`src/rtl/tournament_tracker.sv`:
```
// tournament_tracker: in-order queue of in-flight predicted branches for the
// chooser side of a tournament predictor. Allocated at fetch, popped at
// resolve; produces selector training handshake, component-table training
// index/outcome, mispredict pulse, and wrong-path squash.
module tournament_tracker #(
    parameter int DEPTH = 8,
    parameter int IDX_W = 5
) (
    input  logic                     clk,
    input  logic                     rst,
    input  logic                     alloc_valid,
    input  logic [IDX_W-1:0]         alloc_idx,
    input  logic                     alloc_p1,
    input  logic                     alloc_p2,
    input  logic                     sel,
    output logic                     alloc_ready,
    output logic                     pred_taken,
    input  logic                     resolve_valid,
    input  logic                     resolve_taken,
    output logic                     resolve_ready,
    output logic                     p1_cor,
    output logic                     p2_cor,
    output logic                     update,
    output logic [IDX_W-1:0]         upd_idx,
    output logic                     upd_taken,
    output logic                     mispredict,
    output logic [$clog2(DEPTH):0]   count
);

    localparam int PTR_W = $clog2(DEPTH);
    localparam int CNT_W = PTR_W + 1;
    localparam logic [CNT_W-1:0] FULL = CNT_W'(DEPTH);

    typedef struct packed {
        logic [IDX_W-1:0] idx;
        logic             p1;
        logic             p2;
        logic             chosen;
    } entry_t;

    typedef enum logic [1:0] {
        S_IDLE,
        S_SETUP,
        S_PULSE
    } state_t;

    entry_t           mem_q [DEPTH];
    logic [PTR_W-1:0] head_q, head_d;
    logic [PTR_W-1:0] tail_q, tail_d;
    logic [CNT_W-1:0] count_q, count_d;
    state_t           state_q, state_d;

    logic             p1_cor_q, p1_cor_d;
    logic             p2_cor_q, p2_cor_d;
    logic [IDX_W-1:0] upd_idx_q, upd_idx_d;
    logic             upd_taken_q, upd_taken_d;
    logic             mispredict_q, mispredict_d;

    entry_t head_entry;
    entry_t new_entry;
    logic   res_acc;
    logic   mis;
    logic   squash;
    logic   alloc_acc;

    // Handshake decode: readiness comes only from registered state/count.
    always_comb begin
        pred_taken    = sel ? alloc_p2 : alloc_p1;
        alloc_ready   = (count_q != FULL);
        resolve_ready = (state_q == S_IDLE);
        update        = (state_q == S_PULSE);
        head_entry    = mem_q[head_q];
        new_entry     = '{idx: alloc_idx, p1: alloc_p1, p2: alloc_p2, chosen: pred_taken};
        res_acc       = resolve_valid && resolve_ready && (count_q != '0);
        mis           = (head_entry.chosen != resolve_taken);
        squash        = res_acc && mis;
        // A mispredict discards the wrong-path allocation on the same edge.
        alloc_acc     = alloc_valid && alloc_ready && !squash;
    end

    // Next-state for queue pointers, occupancy, training FSM and result regs.
    always_comb begin
        // NOTE: every always_comb target gets a default first so no latch is inferred.
        head_d       = head_q;
        tail_d       = tail_q;
        count_d      = count_q;
        state_d      = state_q;
        p1_cor_d     = p1_cor_q;
        p2_cor_d     = p2_cor_q;
        upd_idx_d    = upd_idx_q;
        upd_taken_d  = upd_taken_q;
        mispredict_d = 1'b0;

        if (alloc_acc) begin
            tail_d = tail_q + PTR_W'(1);
        end
        if (res_acc) begin
            head_d       = head_q + PTR_W'(1);
            p1_cor_d     = (head_entry.p1 == resolve_taken);
            p2_cor_d     = (head_entry.p2 == resolve_taken);
            upd_idx_d    = head_entry.idx;
            upd_taken_d  = resolve_taken;
            mispredict_d = mis;
        end

        if (squash) begin
            tail_d  = head_q + PTR_W'(1);
            count_d = '0;
        end else if (alloc_acc && !res_acc) begin
            count_d = count_q + CNT_W'(1);
        end else if (res_acc && !alloc_acc) begin
            count_d = count_q - CNT_W'(1);
        end

        unique case (state_q)
            S_IDLE:  if (res_acc) state_d = S_SETUP;
            S_SETUP: state_d = S_PULSE;
            S_PULSE: state_d = S_IDLE;
            default: state_d = S_IDLE;
        endcase
    end

    // Control and result registers.
    always_ff @(posedge clk or negedge rst) begin
        if (!rst) begin
            head_q       <= '0;
            tail_q       <= '0;
            count_q      <= '0;
            state_q      <= S_IDLE;
            p1_cor_q     <= 1'b0;
            p2_cor_q     <= 1'b0;
            upd_idx_q    <= '0;
            upd_taken_q  <= 1'b0;
            mispredict_q <= 1'b0;
        end else begin
            // NOTE: non-blocking assignments so every register samples pre-edge values.
            head_q       <= head_d;
            tail_q       <= tail_d;
            count_q      <= count_d;
            state_q      <= state_d;
            p1_cor_q     <= p1_cor_d;
            p2_cor_q     <= p2_cor_d;
            upd_idx_q    <= upd_idx_d;
            upd_taken_q  <= upd_taken_d;
            mispredict_q <= mispredict_d;
        end
    end

    // Entry storage write at the tail.
    // NOTE: storage is not reset; count/pointers define which entries are valid.
    always_ff @(posedge clk) begin
        if (alloc_acc) begin
            mem_q[tail_q] <= new_entry;
        end
    end

    assign p1_cor     = p1_cor_q;
    assign p2_cor     = p2_cor_q;
    assign upd_idx    = upd_idx_q;
    assign upd_taken  = upd_taken_q;
    assign mispredict = mispredict_q;
    assign count      = count_q;

endmodule

```
`config.mk`:
```
export PLATFORM = sky130hd
export DESIGN_NAME = tournament_tracker
export DESIGN_NICKNAME = d
export VERILOG_FILES = /design/src/rtl/tournament_tracker.sv
export SDC_FILE = /design/constraint.sdc
export NUM_CORES = 1
export LEC_CHECK = 0
export ABC_AREA = 1
export BUFFER_PORTS_ARGS = -buffer_cell sky130_fd_sc_hd__buf_2
export CAP_MARGIN = 10
export CORE_MARGIN = 2
export CORE_UTILIZATION = 45
export CTS_CLUSTER_DIAMETER = 120
export CTS_CLUSTER_SIZE = 8
export DETAILED_ROUTE_END_ITERATION = 6
export HOLD_SLACK_MARGIN = 0.05
export SYNTH_ARGS = -nofsm -noshare
export SYNTH_HDL_FRONTEND = slang
export SYNTH_SLANG_ARGS = --single-unit
```
`constraint.sdc`:
```
create_clock -name clk -period 6.8 [get_ports clk]
set_clock_uncertainty 0.1 [all_clocks]
set_input_delay 0.34 -clock clk [delete_from_list [all_inputs] [get_ports clk]]
set_output_delay 0.34 -clock clk [all_outputs]
set_load 0.02 [all_outputs]
```
* Word-level counts from Yosys, hierarchy flattened
Memory sizes are Yosys's and may differ from the RTL's.
Cells that the tools add are included.
** Storage, ports and cells
- Bits in registers :: 21
- Latch bits :: 0
- RAM bits :: 64
- ROM bits :: 0
- Output and inout bits :: 17
- Word-level logic and storage cells :: 46
- Memories kept :: 1
** Memories
- mem_q :: words 8, width 8, read ports 1, clocked after Yosys merged registers in 0, wr ports 1, RTL line 47 : entry_t mem_q [DEPTH];
** Cells by class
- Add/subtract/negate cells :: 4
- Multipliers :: 0
- Divide/modulo/power cells :: 0
- Magnitude comparators :: 0
- Eq/ne operators :: 7
- Shift operators :: 0
- Multiplexer cells :: 11
- Bitwise logic cells :: 0
- Reduce and logical (&&, ||, !) cells :: 14
** Operator list (number)
- $mux 4 :: 3
- $logic_and 1x1->1 :: 7
- $add 3x1->3 const B :: 2
- $mux 3 :: 2
- $add 4x1->4 const B :: 1
- $mux 1 :: 4
- $ne 4x4->1 const B :: 1
- $pmux 2 s2 :: 1
- $reduce_bool 4->1 :: 1
- $sub 4x1->4 const B :: 1
- $logic_not 1->1 :: 3
- $reduce_bool 3->1 :: 1
- $eq 1x1->1 :: 2
- $eq 2x1->1 const B :: 1
- $eq 2x2->1 const B :: 1
- $logic_not 2->1 :: 1
- $mux 2 :: 1
- $ne 2x1->1 const B :: 1
- $reduce_bool 2->1 :: 1
- $ne 1x1->1 :: 1

* Depth between registers and ports, before layout
- Depth after elaboration :: 11
- Gate-level depth with buffers :: 15
- Depth with buffers taken out :: 15

* Least setup slack after synthesis
No wires, ideal clock.
- Path type :: register -> register
- Start :: register count_q[0] (netlist: count[0])
- End :: register count_q[3] (netlist: count[3])
- Arrival time :: 2.300 ns
- Setup slack :: 4.283 ns
- Cell stages (with the launch flop) :: 16
- Clock period less this slack :: 2.517 ns
- Cell sequence :: dfrtp_1 nor2_1 nand3_1 nand2_1 nor2_1 inv_1 ha_1 a21oi_1 nand2_1 nand2_1 nand2_1 xnor2_1 nand2_1 inv_1 nand2_1 nand2_1
** Between the ends
- Elaborated cells between the ends (all ways) :: 17
** RTL lines
- start: declaration :: RTL line 50 : logic [CNT_W-1:0] count_q, count_d;
- start signal: assignment :: RTL line 139 : count_q <= count_d;
- $ne 4x4->1 (*) :: RTL line 69 : alloc_ready = (count_q != FULL);
- named net alloc_ready :: RTL line 16 : output logic alloc_ready,
- $logic_and 1x1->1 (*) (2 in a row) :: RTL line 78 : alloc_acc = alloc_valid && alloc_ready && !squash;
- $logic_and 1x1->1 / $logic_not 1->1 (equally long branches) :: RTL line 109, 111
- $mux 4 / $logic_and 1x1->1 (equally long branches) :: RTL line 109, 111
- $mux 4 / $reduce_bool 3->1 (equally long branches)
The timed path passes the listed nets; every way through them passes the cells marked *. The select of a mux whose other input is x is not followed.
A chain may end at the register's enable or synchronous reset.

* Final worst setup path
- Start :: register head_q[0]
- End :: memory mem_q[5][3] (netlist bit) (enable)
** Between the ends
- Longest elaborated chain between the ends :: 7
** RTL lines
- start: declaration :: RTL line 48 : logic [PTR_W-1:0] head_q, head_d;
- start signal: assignment :: RTL line 126 : head_q <= '0;
- start signal: assignment :: RTL line 137 : head_q <= head_d;
- $mem_v2 8x8
- $ne 1x1->1 :: RTL line 75 : mis = (head_entry.chosen != resolve_taken);
- $logic_and 1x1->1 :: RTL line 76 : squash = res_acc && mis;
- $logic_not 1->1 :: RTL line 78
- $logic_and 1x1->1 :: RTL line 78
- $mux 1 :: RTL line 152 : if (alloc_acc) begin
- $mux 1 (not written as such) :: RTL line 153 : mem_q[tail_q] <= new_entry;
- end: declaration :: RTL line 47
Every way passes these cells.

==> run summary <==
Status -> completed
P_int -> 1.09 mW
Core region area -> 0.00781 mm2
Synth Area per Inst -> 11.2 um2
R2R depth -> 10
TritonCTS Buffers -> 9
Seq pwr share -> 0.424
Relative slew slack -> 0.302
First-pass GRT wire length -> 12500 um
Clk_lat worst skew -> 0.35 ns
CP startpoint -> head_q[0]$_DFFE_PN0P_
DR pass1 iterations -> 4
Initial drt markers -> 192
Worst Path Max Fanout -> 35
Hold crit path type -> in -> reg
Layout cell share with drive strength beyond 1 -> 0.191
Worst-path clk slew -> 0.09 ns
Final count of pins violating max slew -> 0
Tmin final -> 3.23 ns
Period utilization -> 0.475
Fmax -> 0.310 GHz
YS warnings -> 0
H-tree Lvls -> 3
Cell Area, Placed -> 0.00389 mm2
Row cnt -> 32
Final hold slack -> 0.206 ns
Detailed Route WL -> 8000 um
Synth cell types -> 28
# fillers -> 701
I/O Pins -> 30
Final setup vio count -> 0
P&R area growth vs syn -> 11.4%
Setup repair bufs after CTS -> 0
WP data arrival -> 3.12 ns
RD Place Congestion -> 0.863
Synth top area share -> 0.523
Area occupied by multi-input gates -> 0.00105 mm2
Starting Density -> 0.471
TritonCTS clock tree -> built
Final Power -> 1.87 mW
Clk pwr share -> 0.190
N_diodes -> 0
Nets@finish -> 375
Max clock buf depth -> 2
Synth top area cells -> edfxtp_1 (52%), dfrtp_1 (14%), o21ai_0 (5.9%)
Dpl hpwl -> 5690 um
Power per cell area -> 457 mW/mm2
Gr ovfl total -> 0
All-Layer GR Usage -> 0.194
Synth Flop Type -> edfxtp_1
Mapped cell area -> 0.00367 mm2
Final hold vios -> 0
RR Endpoint -> mem_q[5][3]$_DFFE_PP_
Final setup TNS -> 0 ns
Commonest cells in the netlist -> edfxtp_1 (64), nand2_1 (53), nor2_1 (45)
Crit path required time -> 6.69 ns
R2r startpoint -> head_q[0]$_DFFE_PN0P_
Maximum VDD drop -> 162 uV
Vias in the first global route -> 2311
Die height -> 94.4 um
Post-Syn Nets -> 345
Maxcap violations -> 0
Switch share -> 0.416
Largest net degree at the start of global routing -> 36
Reg-to-reg slack, setup -> 3.57 ns
Die area -> 0.00890 mm2
Routed Antenna Nets -> 0
P_sw -> 778 uW
Async SR Flop Fraction -> 0.247
Most frequent cell after synthesis -> edfxtp_1
Vias/cell -> 5.12
Die Width -> 94.4 um
Worst slack at placement -> 3.57 ns
WL/cell -> 17.2 um
Crit Path Class -> reg -> reg
Setup ws final -> 3.57 ns
Worst Tran Pin Value -> 1.05 ns
Routed vias -> 2375
CTS resizes -> 0
Largest area contributor in the netlist -> edfxtp_1
Cts hold-fix bufs -> 1
Combinational power share -> 0.386
Post-route cell area -> 0.00409 mm2
Startpoint types -> register
Share of the yosys chip area belonging to registers -> 0.666
Flops & latches, synth -> 85
Post-Synthesis Cells -> 327
CP Capture Point -> mem_q[5][3]$_DFFE_PP_
RSZ-0062 raised after global routing -> false
CTS Sinks -> 85
Leak Pwr -> 1.65 nW
Input/output buffers -> 29
DRC violations left -> 0
Number of synthesized flops with an enable pin -> 64
Initial antenna violation count -> 0
CP Capture Type -> register
Root Buffer -> clkbuf_8
Storage element area -> 0.00245 mm2
area by class of cell:
class,instances,area share
clock buffers,9,0.0303
clock inverters,7,0.0177
inverters,31,0.0293
multi-input cells,200,0.256
flip-flops and latches,85,0.598
well taps,102,0.0312
repair buffers,30,0.0379
through the flow:
step           std cells  utilization
2_1_floorplan        327            -
3_3_place_gp         447        0.498
3_5_place_dp         447        0.498
4_1_cts              464        0.524
5_1_grt              464        0.524
6_report             464        0.524
power groups by stage:
stage,registers (mW),logic (mW),clock network (mW)
final,0.793,0.721,0.355
after floorplan,0.788,0.540,0
after CTS,0.794,0.728,0.360
after global placement,0.801,0.720,0
after detailed placement,0.805,0.725,0
after global routing,0.809,0.824,0.384
cells in the final DEF, fill, tap and decap left out, types with 2 or more instances in the layout:
cell        netlist  layout
nand2_2           4       4
edfxtp_1         64      64
o21ai_0          43      43
nor2_1           45      45
clkinvlp_4        0       2
o22ai_1          14      14
nand3_2           6       6
inv_6             0       2
dfrtp_1          21      21
nand3_1          14      14
nand2_1          53      53
xor2_1            2       2
inv_1            27      27
clkbuf_8          0       9
inv_2             2       2
xnor2_1           3       3
buf_2             4      29
nor2_2            5       5
ha_1              4       4
clkinv_2          1       3
layer usage:
layer	vias to the layer above	part of all wire	routed length, um	GRT usage
met5	-	0	0	0
met4	0	0.013	100	0.0676
met3	9	0.054	434	0.0415
met2	71	0.46	3680	0.295
met1	1122	0.47	3790	0.277
li1	1173	-	-	-
cell families after synthesis:
family	after synthesis	synth area share
adder cells (fa/ha/maj)	5	0.0191
AND/OR/NAND/NOR	130	0.161
multiplexers	1	0.00306
flip-flops	85	0.666
buffers and inverters	42	0.0494
AO/OA/AOI/OAI	59	0.0895
XOR/XNOR	5	0.0119
flip-flops by register name, summed over array words and instances (netlist names):
| name | cells |
|---|---|
| upd_idx | 5 |
| upd_taken | 1 |
| mispredict | 1 |
| p2_cor | 1 |
| p1_cor | 1 |
| state_q | 2 |
| head_q | 3 |
| mem_q | 64 |
| count | 4 |
| tail_q | 3 |
worst max-delay path: stages, from the launching register on:
cell and delay, ns:
dfrtp_1 1.04, inv_4 0.30, nand2_1 0.14, nand3_1 0.09
nand3_2 0.12, nand3_2 0.10, nand3_4 0.14, nand2_4 0.07
inv_1 0.07, nand2_1 0.13, nor2_1 0.56
worst min path at each step:
stage	from	end	slack, ns	cells after the start
after floorplan	rst	count[0]$_DFFE_PN0P_	-0.06	0
after global placement	rst	upd_idx[3]$_DFFE_PN0P_	0.23	1
after detailed placement	rst	state_q[1]$_DFFE_PN0P_	0.24	1
after CTS	resolve_taken	upd_taken$_DFFE_PN0P_	0.21	3
after global routing	alloc_idx[0]	mem_q[4][3]$_DFFE_PP_	0.21	1
final	resolve_taken	upd_taken$_DFFE_PN0P_	0.21	3
(Power assumes the default switching activity.)
